## src/rtl/morra_cinese.sv

```systemverilog
// morra_cinese: two-player rock-paper-scissors referee reporting round and match results
module morra_cinese #(
  parameter int MIN_ROUNDS = 4,
  parameter int WIN_MARGIN = 2
) (
  input  logic       clk,
  input  logic       INIZIA,
  input  logic [1:0] PRIMO,
  input  logic [1:0] SECONDO,
  output logic [1:0] MANCHE,
  output logic [1:0] PARTITA
);
  localparam logic [4:0] MIN_R = 5'(MIN_ROUNDS);
  localparam logic [4:0] MARGIN = 5'(WIN_MARGIN);
  typedef enum logic {IDLE, PLAY} state_t;
  state_t state_q, state_d;
  logic [4:0] max_q, played_q, played_d, s1_q, s1_d, s2_q, s2_d;
  logic [1:0] lw_q, lw_d, lwm_q, lwm_d;
  logic p1_beats, valid;
  logic [1:0] res, end_res;
  logic [4:0] p_n, s1_n, s2_n, diff;
  always_comb begin
    p1_beats = (PRIMO == 2'b01 && SECONDO == 2'b11) || (PRIMO == 2'b11 && SECONDO == 2'b10) ||
               (PRIMO == 2'b10 && SECONDO == 2'b01);
    // a player who just won may not repeat the winning move until a draw clears it
    valid = state_q == PLAY && PRIMO != 2'b00 && SECONDO != 2'b00 &&
            !(lw_q == 2'b01 && PRIMO == lwm_q) && !(lw_q == 2'b10 && SECONDO == lwm_q);
    res = PRIMO == SECONDO ? 2'b11 : p1_beats ? 2'b01 : 2'b10;
    p_n = played_q + 5'd1;
    s1_n = s1_q + {4'b0, res == 2'b01};
    s2_n = s2_q + {4'b0, res == 2'b10};
    diff = s1_n > s2_n ? s1_n - s2_n : s2_n - s1_n;
    end_res = (p_n >= MIN_R && diff >= MARGIN) ? (s1_n > s2_n ? 2'b01 : 2'b10) :
              p_n == max_q ? (s1_n > s2_n ? 2'b01 : s2_n > s1_n ? 2'b10 : 2'b11) : 2'b00;
    MANCHE = !INIZIA && valid ? res : 2'b00;
    PARTITA = !INIZIA && valid ? end_res : 2'b00;
    state_d = valid && end_res != 2'b00 ? IDLE : state_q;
    played_d = valid ? p_n : played_q;
    s1_d = valid ? s1_n : s1_q;
    s2_d = valid ? s2_n : s2_q;
    lw_d = valid ? (res == 2'b11 ? 2'b00 : res) : lw_q;
    lwm_d = valid ? (res == 2'b01 ? PRIMO : SECONDO) : lwm_q;
  end
  always_ff @(posedge clk) begin
    if (INIZIA) begin
      state_q <= PLAY;
      max_q <= {1'b0, PRIMO, SECONDO} + 5'd4;
      played_q <= 5'd0;
      s1_q <= 5'd0;
      s2_q <= 5'd0;
      lw_q <= 2'b00;
      lwm_q <= 2'b00;
    end else begin
      state_q <= state_d;
      played_q <= played_d;
      s1_q <= s1_d;
      s2_q <= s2_d;
      lw_q <= lw_d;
      lwm_q <= lwm_d;
    end
  end
endmodule

```

## config.mk

```make
export PLATFORM = sky130hd
export DESIGN_NAME = morra_cinese
export DESIGN_NICKNAME = d
export VERILOG_FILES = /design/src/rtl/morra_cinese.sv
export SDC_FILE = /design/constraint.sdc
export NUM_CORES = 1
export LEC_CHECK = 0
export ABC_AREA = 1
export CELL_PAD_IN_SITES_DETAIL_PLACEMENT = 0
export CELL_PAD_IN_SITES_GLOBAL_PLACEMENT = 1
export CORE_ASPECT_RATIO = 0.7
export CORE_UTILIZATION = 47
export DETAILED_ROUTE_END_ITERATION = 10
export GPL_ROUTABILITY_DRIVEN = 0
export HOLD_SLACK_MARGIN = 0.06
export PLACE_DENSITY_LB_ADDON = 0.15
export SLEW_MARGIN = 20
export SYNTH_ARGS = -nofsm -noshare
export SYNTH_HDL_FRONTEND = slang
export SYNTH_SLANG_ARGS = --single-unit
```

## constraint.sdc

```tcl
create_clock -name clk -period 7.75 [get_ports clk]
set_input_delay 0.775 -clock clk [delete_from_list [all_inputs] [get_ports clk]]
set_output_delay 0.775 -clock clk [all_outputs]
set_load 0.005 [all_outputs]
```

==> reports/results.ini <==
[critical_path]
worst_setup_path_start_kind=primary input
path_max_fanout=5
worst_ep_arrival_time_ns=4.94
critPathTopFamily=buffers and inverters
cp_num_buf_inv=8
timing.rr.end=state_q
ff2ff_path_depth=18
regToRegStartpoint=s1_q[0]
cpMaxStageDelayCell=clkdlybuf4s50_1
critPathCaptureType=primary output
ff2ff_setup_slack_ns=5.25
path_class=in -> out
slowest_delay_ns=0.51
required_ns=6.97

[power_and_ir_drop]
pwr-share-seq_pct=28.7
comb_power_share_pct=60.4
powerDensity_nw_per_um2=340
internal_power_uw=359
switching_share_pct=48.5
power_frac_clock_pct=10.9
peakVddDrop_mv=0.132
leakage_nw=0.968
p_sw_uw=338

[final_layout]
finalNetCount=297
final_cell_mix=46 x nand2_1, 37 x inv_1, 27 x a21oi_1
instances_no_fill=320
final_common_cell=nand2_1
drive_gt1_share_pct=7.78
fill_cells=362
area_delta_synth_final_pct=9.71
antenna_cells=0

[timing]
max_freq_ghz=0.175
hold_ws_ns=0.486
slew_headroom_pct=52.0
tightest_slew_ns=0.719
fin_crit_sh_pct=73.8
timing_hold_violations_final=0
final.min_clock_period_ns=5.72
setup_viol=0
clock_skew_ns=0.00192
finalWorstSetupSlack_ns=2.03
setup_tns_ns=0
slew_viol_final=0
rsz0062_at_grt=false

[clocking]
cts.htree.levels=1
cts_root_buf=clkbuf_8
cts_hold_buf=0
cts_tree=done
cts_resized=0
insertion_delay_ns=0.26
path_clk_slew_ns=0.08
post_cts_buffers=0
numClockSinks=25
clock_path_buffers=2
cts_buffers=3

[logic_synthesis]
synthXorXnorAreaFrac_pct=3.28
syn_nets=287
seq_area_frac_synth_pct=29.5
synth_top_area_share_pct=21.4
synth_top_family_by_area=simple AND/OR/NAND/NOR gates
synth.area.top_cells=dfxtp_1 21%, ha_1 12%, nand2_1 9.2%, edfxtp_1 8.0%, inv_1 7.4%
synth-seq-cells=25
ys_warn_count=0
synth_mux_area_share_pct=0
syn_inst=261
yosysTopAreaCell=dfxtp_1
post_synth.cell_area_avg_um2=7.16
synthAdderAreaFrac_pct=14.2
synth_compound_area_share_pct=16.8
synth.cell_area_um2=1870
yosys.area_share.simple_pct=27.6
yosysUniqueCellTypes=28

[detailed_routing]
wire_per_inst_um=12.5
ant_nets=0
viasPerCell=5.13
drt_pre_antenna_iters=4
routed_wl_mm=4.01
via_count=1641
remaining_drc_errors=0
drt_iter0_drc=112

[die]
die-area_um2=4240
die_x_um=77.4
die_h_um=54.8
core-area_um2=3670
initial_core_util_pct=50.9
io_pins=10
core.rowCount=18

[placed_design]
io_buffers=9
dpl.cell_count=316
dp_hpwl_mm=3.19
place_ws_ns=2.07

[worst_hold_path]
whs_path_depth=2
whs_endpoint=s1_q[4]
holdCritPathClass=reg -> reg
hold_start=s1_q[4]

[status]
status=completed

[grt]
grt_pass1_wl_mm=6.69
grt.total_usage_pct=20.9
overflow=0
grt_pass1_vias=1387
grt_max_degree=28
antenna_found_initial=0

[flow_run]
drv_cap=0

worst max path at each step:
stage                         from    endpoint  cells after the start  slack (ns)
after detailed placement  PRIMO[1]  PARTITA[0]                     26        2.07
after global placement    PRIMO[1]  PARTITA[0]                     26        2.10
final                     PRIMO[1]  PARTITA[1]                     26        2.03
after floorplan           PRIMO[1]  PARTITA[0]                     25        3.52
after global routing      PRIMO[1]  PARTITA[0]                     26        1.57
after CTS                 PRIMO[1]  PARTITA[0]                     26        2.06
power by group through the flow:
stage / registers [mW] / logic [mW] / clock network (mW)
after global routing: 0.205 / 0.494 / 0.0832
after detailed placement: 0.202 / 0.418 / 0
final: 0.200 / 0.421 / 0.0760
after CTS: 0.199 / 0.420 / 0.0788
after global placement: 0.202 / 0.422 / 0
after floorplan: 0.194 / 0.327 / 0
kinds of logic (layout without fill, tap and decap cells):
| logic type | count (synthesis) | after routing |
|---|---|---|
| compound gates | 58 | 58 |
| flops | 25 | 25 |
| simple gates | 108 | 108 |
| xor+xnor | 7 | 7 |
| fa+ha+maj | 20 | 20 |
| buf+inv | 43 | 52 |
per-layer routing:
metal  wire length, um  track usage (%)
met5                 0                0
met4                12             1.89
met3               119             4.00
met2              1470             28.6
met1              2400             33.6
state kept, by name, indices dropped and copies added (netlist names):
register  flops
s1_q          5
played_q      5
lwm_q         2
lw_q          2
max_q         5
state_q       1
s2_q          5
through the flow:
step	instance area, um2	power [mW]	utilization, %
after global routing	2050	0.783	55.9
after detailed placement	2010	0.620	54.6
after floorplan	1870	0.521	-
after CTS	2050	0.699	55.9
final	2050	0.697	55.9
after global placement	2010	0.624	54.6
synthesized netlist by cell type, drive strengths merged:
| master | count |
|---|---|
| inv | 39 |
| a211oi | 2 |
| xnor2 | 2 |
| clkbuf | 3 |
| nor3b | 1 |
| o22ai | 2 |
| o21bai | 2 |
| ha | 18 |
| xor2 | 5 |
| nor2 | 21 |
| nand2 | 56 |
| fa | 2 |
| o21ai | 22 |
| dfxtp | 20 |
| nand3 | 17 |
| a21oi | 28 |
| o2111ai | 2 |
| nand4 | 9 |
| or2 | 3 |
| buf | 1 |
| and3 | 1 |
| edfxtp | 5 |
tightest hold or removal path, stage by stage, from the launching register on:
cell     delay [ns]
dfxtp_1        0.31
inv_1          0.08
a21oi_1        0.06
final cells by class:
cell class / instances / area, um2 / share of cell area (%)
Timing Repair Buffer: 9 / 90.1 / 4.39
Clock buffer: 4 / 45.0 / 2.20
Multi-Input combinational cell: 193 / 1160 / 56.4
Inverter: 39 / 146 / 7.14
Tap cell: 50 / 62.6 / 3.05
Sequential cell: 25 / 551 / 26.8
Power figures use the tool's default switching activity.
==> edit, RTL diff (same settings) <==
Put a register stage on the output `MANCHE`. The value now appears one clock later. The other outputs are not delayed to match.
--- a/src/rtl/morra_cinese.sv
+++ b/src/rtl/morra_cinese.sv
@@ -14,4 +14,6 @@
   localparam logic [4:0] MARGIN = 5'(WIN_MARGIN);
   typedef enum logic {IDLE, PLAY} state_t;
+
+  logic [1:0] MANCHE_d;
   state_t state_q, state_d;
   logic [4:0] max_q, played_q, played_d, s1_q, s1_d, s2_q, s2_d;
@@ -33,5 +35,5 @@
     end_res = (p_n >= MIN_R && diff >= MARGIN) ? (s1_n > s2_n ? 2'b01 : 2'b10) :
               p_n == max_q ? (s1_n > s2_n ? 2'b01 : s2_n > s1_n ? 2'b10 : 2'b11) : 2'b00;
-    MANCHE = !INIZIA && valid ? res : 2'b00;
+    MANCHE_d = !INIZIA && valid ? res : 2'b00;
     PARTITA = !INIZIA && valid ? end_res : 2'b00;
     state_d = valid && end_res != 2'b00 ? IDLE : state_q;
@@ -60,4 +62,8 @@
     end
   end
+  always_ff @(posedge clk) begin
+    MANCHE <= MANCHE_d;
+  end
+
 endmodule
 
Behaviour: not the same (Yosys sat finds a counterexample within 4 cycles, from zero or initial values).
==> edit against the unedited design <==
Sequential cell count is 2 higher. Die area increased by 5.6%. Area after synthesis rose by 5.8%. Worst hold slack barely moved. Via count increased by 1.8%. Wire length grew 2.0%. Cell count up 4.1%. Worst setup slack worse by 0.058 ns. Power is 10% higher. Combinational power is 12% higher. Critical path depth unchanged. Clock power increased by 9.2%. Final area rose by 4.9%. Critical path type unchanged. Largest power group unchanged. Highest routed layer unchanged.
==> edit: results (changes against the unedited design) <==
[worst_setup_path]
cp.arrival_ns=5.00  ; +0.06 ns
path_max_fanout=5  ; unchanged
r2r_slack_ns=5.18  ; -0.07 ns
crit_path_max_incr_delay_ns=0.51  ; about the same
r2r_end=state_q
r2r_cells=18  ; unchanged
regToRegStartpoint=s1_q[0]
slowest_stage=clkdlybuf4s50_1

[logic_synthesis]
ys_seq_area_share_pct=29.85  ; +0.40 points
synth_common_cells=47 x nand2_1, 37 x inv_1, 27 x a21oi_1
synth_mux_area_share_pct=0  ; unchanged
yosys_warnings=0  ; unchanged
synthTopCellsByArea=dfxtp_1 22%, ha_1 11%, nand2_1 8.9%, edfxtp_1 7.6%, inv_1 7.0%
synth_compound_area_share_pct=14.93  ; -1.9 points
synthXorXnorAreaFrac_pct=2.657  ; -0.62 points
syn_nets=299  ; +4.2%
synth_fa_ha_area_share_pct=13.41  ; -0.78 points
synth_cell_types=31  ; +11%
synthArstFlopShare_pct=0  ; unchanged
synth_edf_count=5  ; unchanged

[clock_network]
clock_latency_ns=0.28  ; +0.02 ns
cts-resized-gates=0  ; unchanged
clkTransAtPathRegs_ns=0.10  ; +0.02 ns
cts_buffers=3  ; unchanged
post_cts_buffers=0  ; unchanged
cts_root_buf=clkbuf_8
cts-htree-levels=1  ; unchanged
clk_path_buf_depth=2  ; unchanged

[hold_path]
hp-class=register to register
holdPathEnd=s1_q[4]
hold_path_depth=2  ; unchanged
holdCritStartpoint=s1_q[4]

[global_routing]
grt_pass1_wl_um=6768  ; +1.1%
grt_pass1_vias=1439  ; +3.7%
antenna_found_initial=0  ; unchanged
grt_max_degree=27  ; -3.6%
track_usage_pct=19.67  ; -1.2 points

[placed_design]
dp_hpwl_um=3169  ; -0.55%
io_buffers=9  ; unchanged

[power]
switching_share_pct=49.36  ; +0.88 points
vdd.ir_drop.worst_mv=0.1462  ; +10%
p_leak_uw=0.001018  ; +5.2%
power_density_mw_per_mm2=357.0  ; +5.1%

[routing]
drt_iter0_markers=87  ; -22%
viasPerCell=5.015  ; -2.2%
firstDrtPassIters=4  ; unchanged
wl_per_cell_um=12.27  ; -2.0%

[sta]
slew_headroom_pct=51.66  ; -0.33 points
fin_skew_ns=0.002643  ; +0.0007221 ns

[cells_and_area]
nets=308  ; +3.7%
n_fill_cell=376  ; +3.9%
diodes=0  ; unchanged
drive_gt1_share_pct=11.74  ; +4.0 points

[outcome]
outcome=complete, no violations

[edit: cell count changes in the layout (fill, tap and decap cells not counted), moves of 2 or more]
cell      delta
a211oi_1     -2
dfxtp_1      +2
inv_2        +3
nand2_2      +2
nand3_2      +3
nor2_2       +2
[edit: worst max-delay path by stage]
stage | startpoint | to | slack, ns | cells after the start
finish | PRIMO[1] | PARTITA[1] | 1.98 | 26
global route | PRIMO[1] | PARTITA[0] | 1.64 | 26
CTS | PRIMO[1] | PARTITA[1] | 2.02 | 26
detailed placement | PRIMO[1] | PARTITA[1] | 2.06 | 26
global placement | PRIMO[1] | PARTITA[0] | 2.10 | 26
floorplan | PRIMO[1] | PARTITA[1] | 3.52 | 24
[edit: worst max-delay path: cells and delay by family]
kind	cells	cell delay [ns]
buf+inv	9	1.74
simple gates	10	0.98
fa+ha+maj	4	0.85
compound gates	2	0.40
xor+xnor	1	0.22
[edit: final cells by class]
class / count / area [sq um] / share of cell area (%)
Timing Repair Buffer: 9 / 90.09 / 4.188
Clock buffer: 3 / 41.29 / 1.920
Sequential cell: 27 / 590.6 / 27.46
Clock inverter: 1 / 5.005 / 0.2327
Multi-Input combinational cell: 199 / 1201 / 55.85
Inverter: 42 / 157.7 / 7.330
Tap cell: 52 / 65.06 / 3.025
[edit: per-stage QoR]
step / std cells / setup WS (ns) / cell area [sq um] / hold slack, ns
finish: 333 / 1.976 / 2151 / 0.4864
global route: 333 / 1.639 / 2151 / 0.5062
CTS: 333 / 2.025 / 2151 / 0.4911
detailed placement: 329 / 2.063 / 2105 / 0.4744
global placement: 329 / 2.103 / 2105 / 0.4677
floorplan: 273 / 3.520 / 1978 / 0.4443
[edit: kinds of logic after synthesis]
family | count (synthesis)
simple gates | 117
compound gates | 56
buf+inv | 47
flops | 27
fa+ha+maj | 20
xor+xnor | 6
[edit: power by group through the flow]
| stage | Sequential [uW] | Combinational, uW | Clock (uW) |
|---|---|---|---|
| floorplan | 207 | 375 | 0 |
| global placement | 218 | 469 | 0 |
| detailed placement | 217 | 466 | 0 |
| CTS | 213 | 469 | 88.1 |
| global route | 219 | 541 | 90.5 |
| finish | 214 | 471 | 83.0 |
[edit: routing by layer]
layer	track usage (%)	vias to the layer above	part of all wire (%)
met2	27.59	25	39
met5	0	-	0
met3	3.902	2	3.8
li1	-	915	-
met4	3.117	0	0.39
met1	31.00	728	57
